[config.mk]
export PLATFORM = sky130hd
export DESIGN_NAME = mem_stage_lsu
export DESIGN_NICKNAME = d
export VERILOG_FILES = /design/src/rtl/mem_stage_lsu.sv
export SDC_FILE = /design/constraint.sdc
export NUM_CORES = 1
export LEC_CHECK = 0
export ABC_AREA = 1
export BUFFER_PORTS_ARGS = -buffer_cell sky130_fd_sc_hd__buf_2
export CORE_UTILIZATION = 48
export CTS_BUF_LIST = sky130_fd_sc_hd__clkbuf_16
export DETAILED_ROUTE_END_ITERATION = 10
export GPL_TIMING_DRIVEN = 0
export PLACE_DENSITY = 0.87
export SLEW_MARGIN = 20
export SYNTH_ARGS = -nofsm -noshare
export SYNTH_HDL_FRONTEND = slang
export SYNTH_SLANG_ARGS = --single-unit
[constraint.sdc]
create_clock -name clk -period 5.1 [get_ports clk]
set_input_delay 0.255 -clock clk [delete_from_list [all_inputs] [get_ports clk]]
set_output_delay 0.255 -clock clk [all_outputs]
set_load 0.01 [all_outputs]
[src/rtl/mem_stage_lsu.sv]
// mem_stage_lsu: memory-stage load/store unit issuing one req/gnt/rvalid transaction per load or store.
// Define MISALIGN_TRAP_EN to trap misaligned H/W accesses instead of silently aligning them.
module mem_stage_lsu #(
   parameter int TIMEOUT = 256
) (
   input  logic        clk,
   input  logic        rst_n,
   input  logic        MemWriteM,
   input  logic [1:0]  ResultSrcM,
   input  logic [2:0]  Funct3M,
   input  logic [31:0] ALUResultM,
   input  logic [31:0] WriteDataM,
   output logic        mem_req,
   output logic        mem_we,
   output logic [31:0] mem_addr,
   output logic [3:0]  mem_be,
   output logic [31:0] mem_wdata,
   input  logic        mem_gnt,
   input  logic        mem_rvalid,
   input  logic [31:0] mem_rdata,
   output logic        StallM,
   output logic [31:0] ReadDataM,
   output logic        BusErrM,
   output logic        MisalignM
);
   typedef enum logic [1:0] {IDLE = 2'd0, REQ = 2'd1, WAIT = 2'd2, DONE = 2'd3} state_t;

   localparam int CW = (TIMEOUT > 1) ? $clog2(TIMEOUT) : 1;
   localparam logic [CW-1:0] CNT_LAST = (TIMEOUT > 0) ? CW'(TIMEOUT - 1) : '0;

   state_t      state_q, state_d;
   logic [CW-1:0] cnt_q, cnt_d, cnt_inc;
   logic [31:0] rdata_q, rdata_d;
   logic        buserr_q, buserr_d;
   logic        misalign_q, misalign_d;
   logic        is_store, is_load, access, misalign, timeout_hit, req;
   logic [1:0]  size;
   logic [3:0]  be_raw;
   logic [31:0] wd_raw, load_ext;
   logic [7:0]  byte_v;
   logic [15:0] half_v;

   assign is_store = MemWriteM;
   assign is_load  = ~MemWriteM & (ResultSrcM == 2'b01);
   assign access   = is_store | is_load;
   assign size     = Funct3M[1:0];

`ifdef MISALIGN_TRAP_EN
   assign misalign = access & (((size == 2'b01) & ALUResultM[0]) |
                               (size[1] & (ALUResultM[1:0] != 2'b00)));
`else
   assign misalign = 1'b0;
`endif

   // Saturating so that TIMEOUT=0 never wraps back to a spurious match.
   assign cnt_inc     = (cnt_q == {CW{1'b1}}) ? cnt_q : cnt_q + CW'(1);
   assign timeout_hit = (TIMEOUT != 0) && (cnt_q == CNT_LAST);

   always_comb begin
      be_raw = 4'b1111;
      wd_raw = WriteDataM;
      case (size)
         2'b00: begin
            be_raw = 4'b0001 << ALUResultM[1:0];
            wd_raw = {4{WriteDataM[7:0]}};
         end
         2'b01: begin
            be_raw = ALUResultM[1] ? 4'b1100 : 4'b0011;
            wd_raw = {2{WriteDataM[15:0]}};
         end
         default: ;
      endcase
   end

   assign byte_v = mem_rdata[{ALUResultM[1:0], 3'b000} +: 8];
   assign half_v = mem_rdata[{ALUResultM[1], 4'b0000} +: 16];

   always_comb begin
      load_ext = mem_rdata;
      case (size)
         2'b00:   load_ext = Funct3M[2] ? {24'h0, byte_v} : {{24{byte_v[7]}}, byte_v};
         2'b01:   load_ext = Funct3M[2] ? {16'h0, half_v} : {{16{half_v[15]}}, half_v};
         default: ;
      endcase
   end

   always_comb begin
      state_d    = state_q;
      cnt_d      = cnt_q;
      rdata_d    = rdata_q;
      buserr_d   = 1'b0;
      misalign_d = 1'b0;
      req        = 1'b0;
      case (state_q)
         IDLE: begin
            if (access) begin
               if (misalign) begin
                  state_d    = DONE;
                  misalign_d = 1'b1;
                  rdata_d    = 32'h0;
               end else begin
                  req     = 1'b1;
                  cnt_d   = '0;
                  state_d = mem_gnt ? (is_store ? DONE : WAIT) : REQ;
               end
            end
         end
         REQ: begin
            req = 1'b1;
            if (mem_gnt) begin
               state_d = is_store ? DONE : WAIT;
               cnt_d   = '0;
            end else if (timeout_hit) begin
               state_d  = DONE;
               buserr_d = 1'b1;
               rdata_d  = 32'h0;
            end else begin
               cnt_d = cnt_inc;
            end
         end
         WAIT: begin
            if (mem_rvalid) begin
               state_d = DONE;
               rdata_d = load_ext;
            end else if (timeout_hit) begin
               state_d  = DONE;
               buserr_d = 1'b1;
               rdata_d  = 32'h0;
            end else begin
               cnt_d = cnt_inc;
            end
         end
         DONE:    state_d = IDLE;
         default: state_d = IDLE;
      endcase
   end

   always_ff @(posedge clk or negedge rst_n) begin
      if (!rst_n) begin
         state_q    <= IDLE;
         cnt_q      <= '0;
         rdata_q    <= 32'h0;
         buserr_q   <= 1'b0;
         misalign_q <= 1'b0;
      end else begin
         state_q    <= state_d;
         cnt_q      <= cnt_d;
         rdata_q    <= rdata_d;
         buserr_q   <= buserr_d;
         misalign_q <= misalign_d;
      end
   end

   // Gated by rst_n so nothing reaches the bus or the pipeline while reset is held.
   assign mem_req   = req & rst_n;
   assign mem_we    = mem_req & is_store;
   assign mem_addr  = mem_req ? {ALUResultM[31:2], 2'b00} : 32'h0;
   assign mem_be    = mem_req ? be_raw : 4'h0;
   assign mem_wdata = (mem_req & is_store) ? wd_raw : 32'h0;

   assign StallM    = rst_n & access & (state_q != DONE);
   assign ReadDataM = rdata_q;
   assign BusErrM   = buserr_q;
   assign MisalignM = misalign_q;
endmodule

# Word level (Yosys, flattened, before mapping)
# Cells that the tools add are included.
# Widths: inputs -> output; s select.
# word_totals
input_bits,106
ff_bits,43
output_inout_bits,105
wordCells,62
# classes
shift,3
n_reduce_logical,6
muxes,31
eq_ne,10
bitwise,7
add_sub_neg,1
# ops
cell,count
$mux 32,7
$pmux 32 s2,3
$mux 8,4
$shiftx 32x6->16,1
$shiftx 32x6->8,1
$pmux 8 s3,1
$mux 2,5
$add 8x1->8 const B,1
$eq 8x8->1 const B,1
$mux 4,2
$ne 2x2->1 const B,4
$pmux 2 s4,1
$pmux 4 s2,1
$eq 2x1->1 const B,3
$and 1x1->1,5
$mux 1,5
$eq 2x2->1 const B,2
$logic_not 2->1,2
$pmux 1 s2,2
$shl 1x2->4 const A,1
$reduce_and 3->1,1
$reduce_bool 3->1,1
$reduce_and 2->1,1
$reduce_bool 2->1,1
2 further kinds,2

# Longest topological paths before layout
# logic_depth
depth_word,8
depth_mapped,11
mapped_depth_nobuf,11

# Worst setup path after synthesis
# No wires, ideal clock.
# synth_timing
path_kind,register to output
startpoint,register state_q[0]
endpoint,output mem_wdata[11]
stages_incl_launch_ff,8
t_required_ns,4.845
t_arrival_ns,1.656
n_path_buf,1
setup_slack_ns,3.189
path_cell_list,dfrtp_1 inv_1 ha_1 nand2_1 a21oi_1 nand2_1 buf_2 nor2_1
# synth_via
elab_chain_len,5
# synth_lines
item,line_no,rtl
"start, declared",31,"state_t state_q, state_d;"
"start signal, assigned",146,state_q <= state_d;
$eq 2x1->1 or $logic_not 2->1 (tied branches),94,case (state_q)
$pmux 1 s2 *,94,
$and 1x1->1 *,155,assign mem_req = req & rst_n;
named net mem_req,13,"output logic mem_req,"
$and 1x1->1 *,159,assign mem_wdata = (mem_req & is_store) ? wd_raw : 32'h0;
$mux 32 *,159,
"end, declared",17,"output logic [31:0] mem_wdata,"
# The timed path passes the listed nets; every way through them passes the cells marked *.

# Worst setup path in the final report
# layout_timing
startpoint,input rst_n
endpoint,output mem_wdata[15]
# layout_via
elab_chain_len,3
# layout_lines
item,line_no,rtl
"start, declared",7,"input logic rst_n,"
$and 1x1->1,155,
$and 1x1->1,159,
$mux 32,159,
# No other way between the ends.

==> results.cfg <==
[outcome]
status = completed

[placed_design]
portBuffers = 206
hpwl_um = 10100
placed_cells = 925
routabilityCongestion = 0.921

[detailed_routing]
drt-initial-drc-count = 304
first_pass_iters = 7
num_vias = 4754
via_per_inst = 5.08
wl_per_cell_um = 13.4
drc = 0
antenna_left = 0
drt_wl_total_um = 12500

[worst_setup_path]
cpMaxStageDelayCell = dlygate4sd3_1
r2r_slack_ps = 3020
crit_path_start_kind = input port
critPathMaxFanout = 32
critPathKind = input port to primary output
worstPathArrival_ps = 2540
crit_required_ps = 4850
crit_chain = dlygate4sd3_1 -> buf_2 -> buf_12 -> inv_1 -> a21oi_1 -> nand2_1 -> buf_2 -> nor2_1 -> buf_2
slowest_delay_ps = 510
cp-end-kind = primary output
critPathTopFamily = buffers and inverters
path_buf_inv = 6
cpMostUsedCell = buf_2

[final_layout]
syn2layout_area_growth_pct = 37.7
fin_util_pct = 69.9
antenna_cells = 0
final_common_cell = buf_2
nFillCells = 641
layout.nets = 951
fin_cells = 935
final_cell_mix = buf_2, nand2_1, nor2_1, inv_1, o21ai_0
layout-drive-gt1-share_pct = 28.8

[timing]
finalSetupViolCount = 0
hold_viol_final = 0
finalCritPeriodShare_pct = 54.9
worstMarginPinSlew_ps = 503
finalSetupTns_ps = 0
fmax_mhz = 357
rsz0062_at_grt = no
fin_skew_ps = 3.80
fin_crit_ps = 2800
relSlewSlack_pct = 66.3
drv_slew = 0

[floorplan]
die-area_um2 = 7690
core-area_um2 = 6940
io_pins = 211
start_util_pct = 50.8
die_height_um = 87.7
die_x_um = 87.7
rows = 30

[clock_network]
insertion_delay_ps = 280
cts_max_level = 2
cts-root-buf = clkbuf_16
clk_path_buf_depth = 2
cts_tree = done
postCtsSetupRepairBufs = 0
path_clk_slew_ps = 60
numCtsBuffers = 5
cts.sinks = 43

[grt]
use_met2_pct = 55.8
grt_max_degree = 46
grtUsageMet1_pct = 37.0
grt_pass1_vias = 4296
track_usage_pct = 32.0
grt_overflow = 0
gr-max-usage-layer = met2
met3_usage_pct = 6.22
grt_pass1_wl_um = 19400
antenna_found_initial = 0

[worst_hold_path]
hold_path_class = input port to flip-flop

[power_and_ir_drop]
leakage_nw = 3.16
vdd_drop_max_uv = 190
power.density_nw_per_um2 = 365

[yosys]
synthCells = 621
synth.largest_area_cell = dfrtp_1
synth_area_um2 = 3530
seq_area_frac_synth_pct = 30.5
yosysWarnings = 0
synth_area_leaders = dfrtp_1, nand2_1, nor2_1
ys_types = 22
synth-seq-cells = 43
syn_area_per_cell_um2 = 5.68
synth_top_cell_area_share_pct = 30.5

[flow_run]
cap_violations = 0
cells in the mapped netlist (all sizes together):
library cell / n
dfrtp: 43
nand3: 36
buf: 22
o22ai: 1
clkbuf: 9
o211ai: 1
nand2: 218
nor2: 120
a211oi: 1
o21ai: 48
a21oi: 27
ha: 7
nand4: 2
inv: 85
conb: 1
final timing paths:
path                               start       endpoint  cells after the start
max                                rst_n  mem_wdata[15]                      9
min                           mem_rvalid        BusErrM                      2
max reg2reg                   state_q[0]  ReadDataM[30]                      9
min reg2reg                ReadDataM[16]  ReadDataM[16]                      2
max in group asynchronous          rst_n     state_q[0]                      3
min in group asynchronous          rst_n  ReadDataM[30]                      2
power by group:
part / switching, W / leakage, nW / total (W) / internal (W)
logic: 0.000576 / 2.54 / 0.000921 / 0.000345
registers: 0.0000793 / 0.559 / 0.000549 / 0.000469
clock network: 0.000126 / 0.0649 / 0.000303 / 0.000178
total: 0.000781 / 3.16 / 0.00177 / 0.000992
state kept, by name, summed over array words and instances, names as in the netlist:
| name | flops |
|---|---|
| ReadDataM | 32 |
| state_q | 2 |
| cnt_q | 8 |
| BusErrM | 1 |
layout make-up:
cell class / instances / area [um2] / share of cell area [%]
Multi-Input combinational cell: 464 / 1990 / 40.9
Clock buffer: 5 / 125 / 2.58
Inverter: 85 / 319 / 6.57
Tap cell: 96 / 120 / 2.47
Clock inverter: 3 / 15.0 / 0.309
Sequential cell: 43 / 1080 / 22.2
Buffer: 31 / 153 / 3.14
Timing Repair Buffer: 208 / 1060 / 21.9
through the flow:
| step | cell area [um2] | hold WS (ps) | setup WS, ps | total power (W) |
|---|---|---|---|---|
| 6_report | 4850 | 192 | 2300 | 0.00177 |
| 3_3_place_gp | 4680 | 436 | 2670 | 0.00143 |
| 2_1_floorplan | 3530 | -40.6 | 3190 | 0.00108 |
| 4_1_cts | 4820 | 175 | 2550 | 0.00177 |
| 5_1_grt | 4850 | 201 | 2130 | 0.00191 |
| 3_5_place_dp | 4680 | 462 | 2560 | 0.00146 |
cells by family (layout without fill, tap and decap cells):
| kind of cell | after synthesis | in the layout | share of synthesized area [%] |
|---|---|---|---|
| adder cells (fa/ha/maj) | 7 | 7 | 2.48 |
| buffers and inverters | 116 | 332 | 13.4 |
| other | 1 | 3 | 0.106 |
| flip-flops | 43 | 43 | 30.5 |
| AND/OR/NAND/NOR | 376 | 376 | 42.2 |
| AO/OA/AOI/OAI | 78 | 78 | 11.4 |
worst register-to-register path: cells and delay by family (launching register included):
| kind | cells | cell delay [ps] |
|---|---|---|
| adders and majority gates | 1 | 200 |
| and+or+nand+nor | 3 | 390 |
| buffers and inverters | 4 | 790 |
| AOI/OAI and AO/OA | 1 | 220 |
| DFF | 1 | 430 |
routing by layer:
| layer | part of all wire, % | up-vias |
|---|---|---|
| met3 | 8.7 | 51 |
| met1 | 37 | 2123 |
| met2 | 49 | 266 |
| li1 | - | 2314 |
| met4 | 5.3 | 0 |
| met5 | 0 | - |
repair_timing:
item,in CTS,in global routing
endpoints found under the hold margin,0,13
hold buffers,0,1
gates resized for setup,0,0
(Power assumes the default switching activity.)
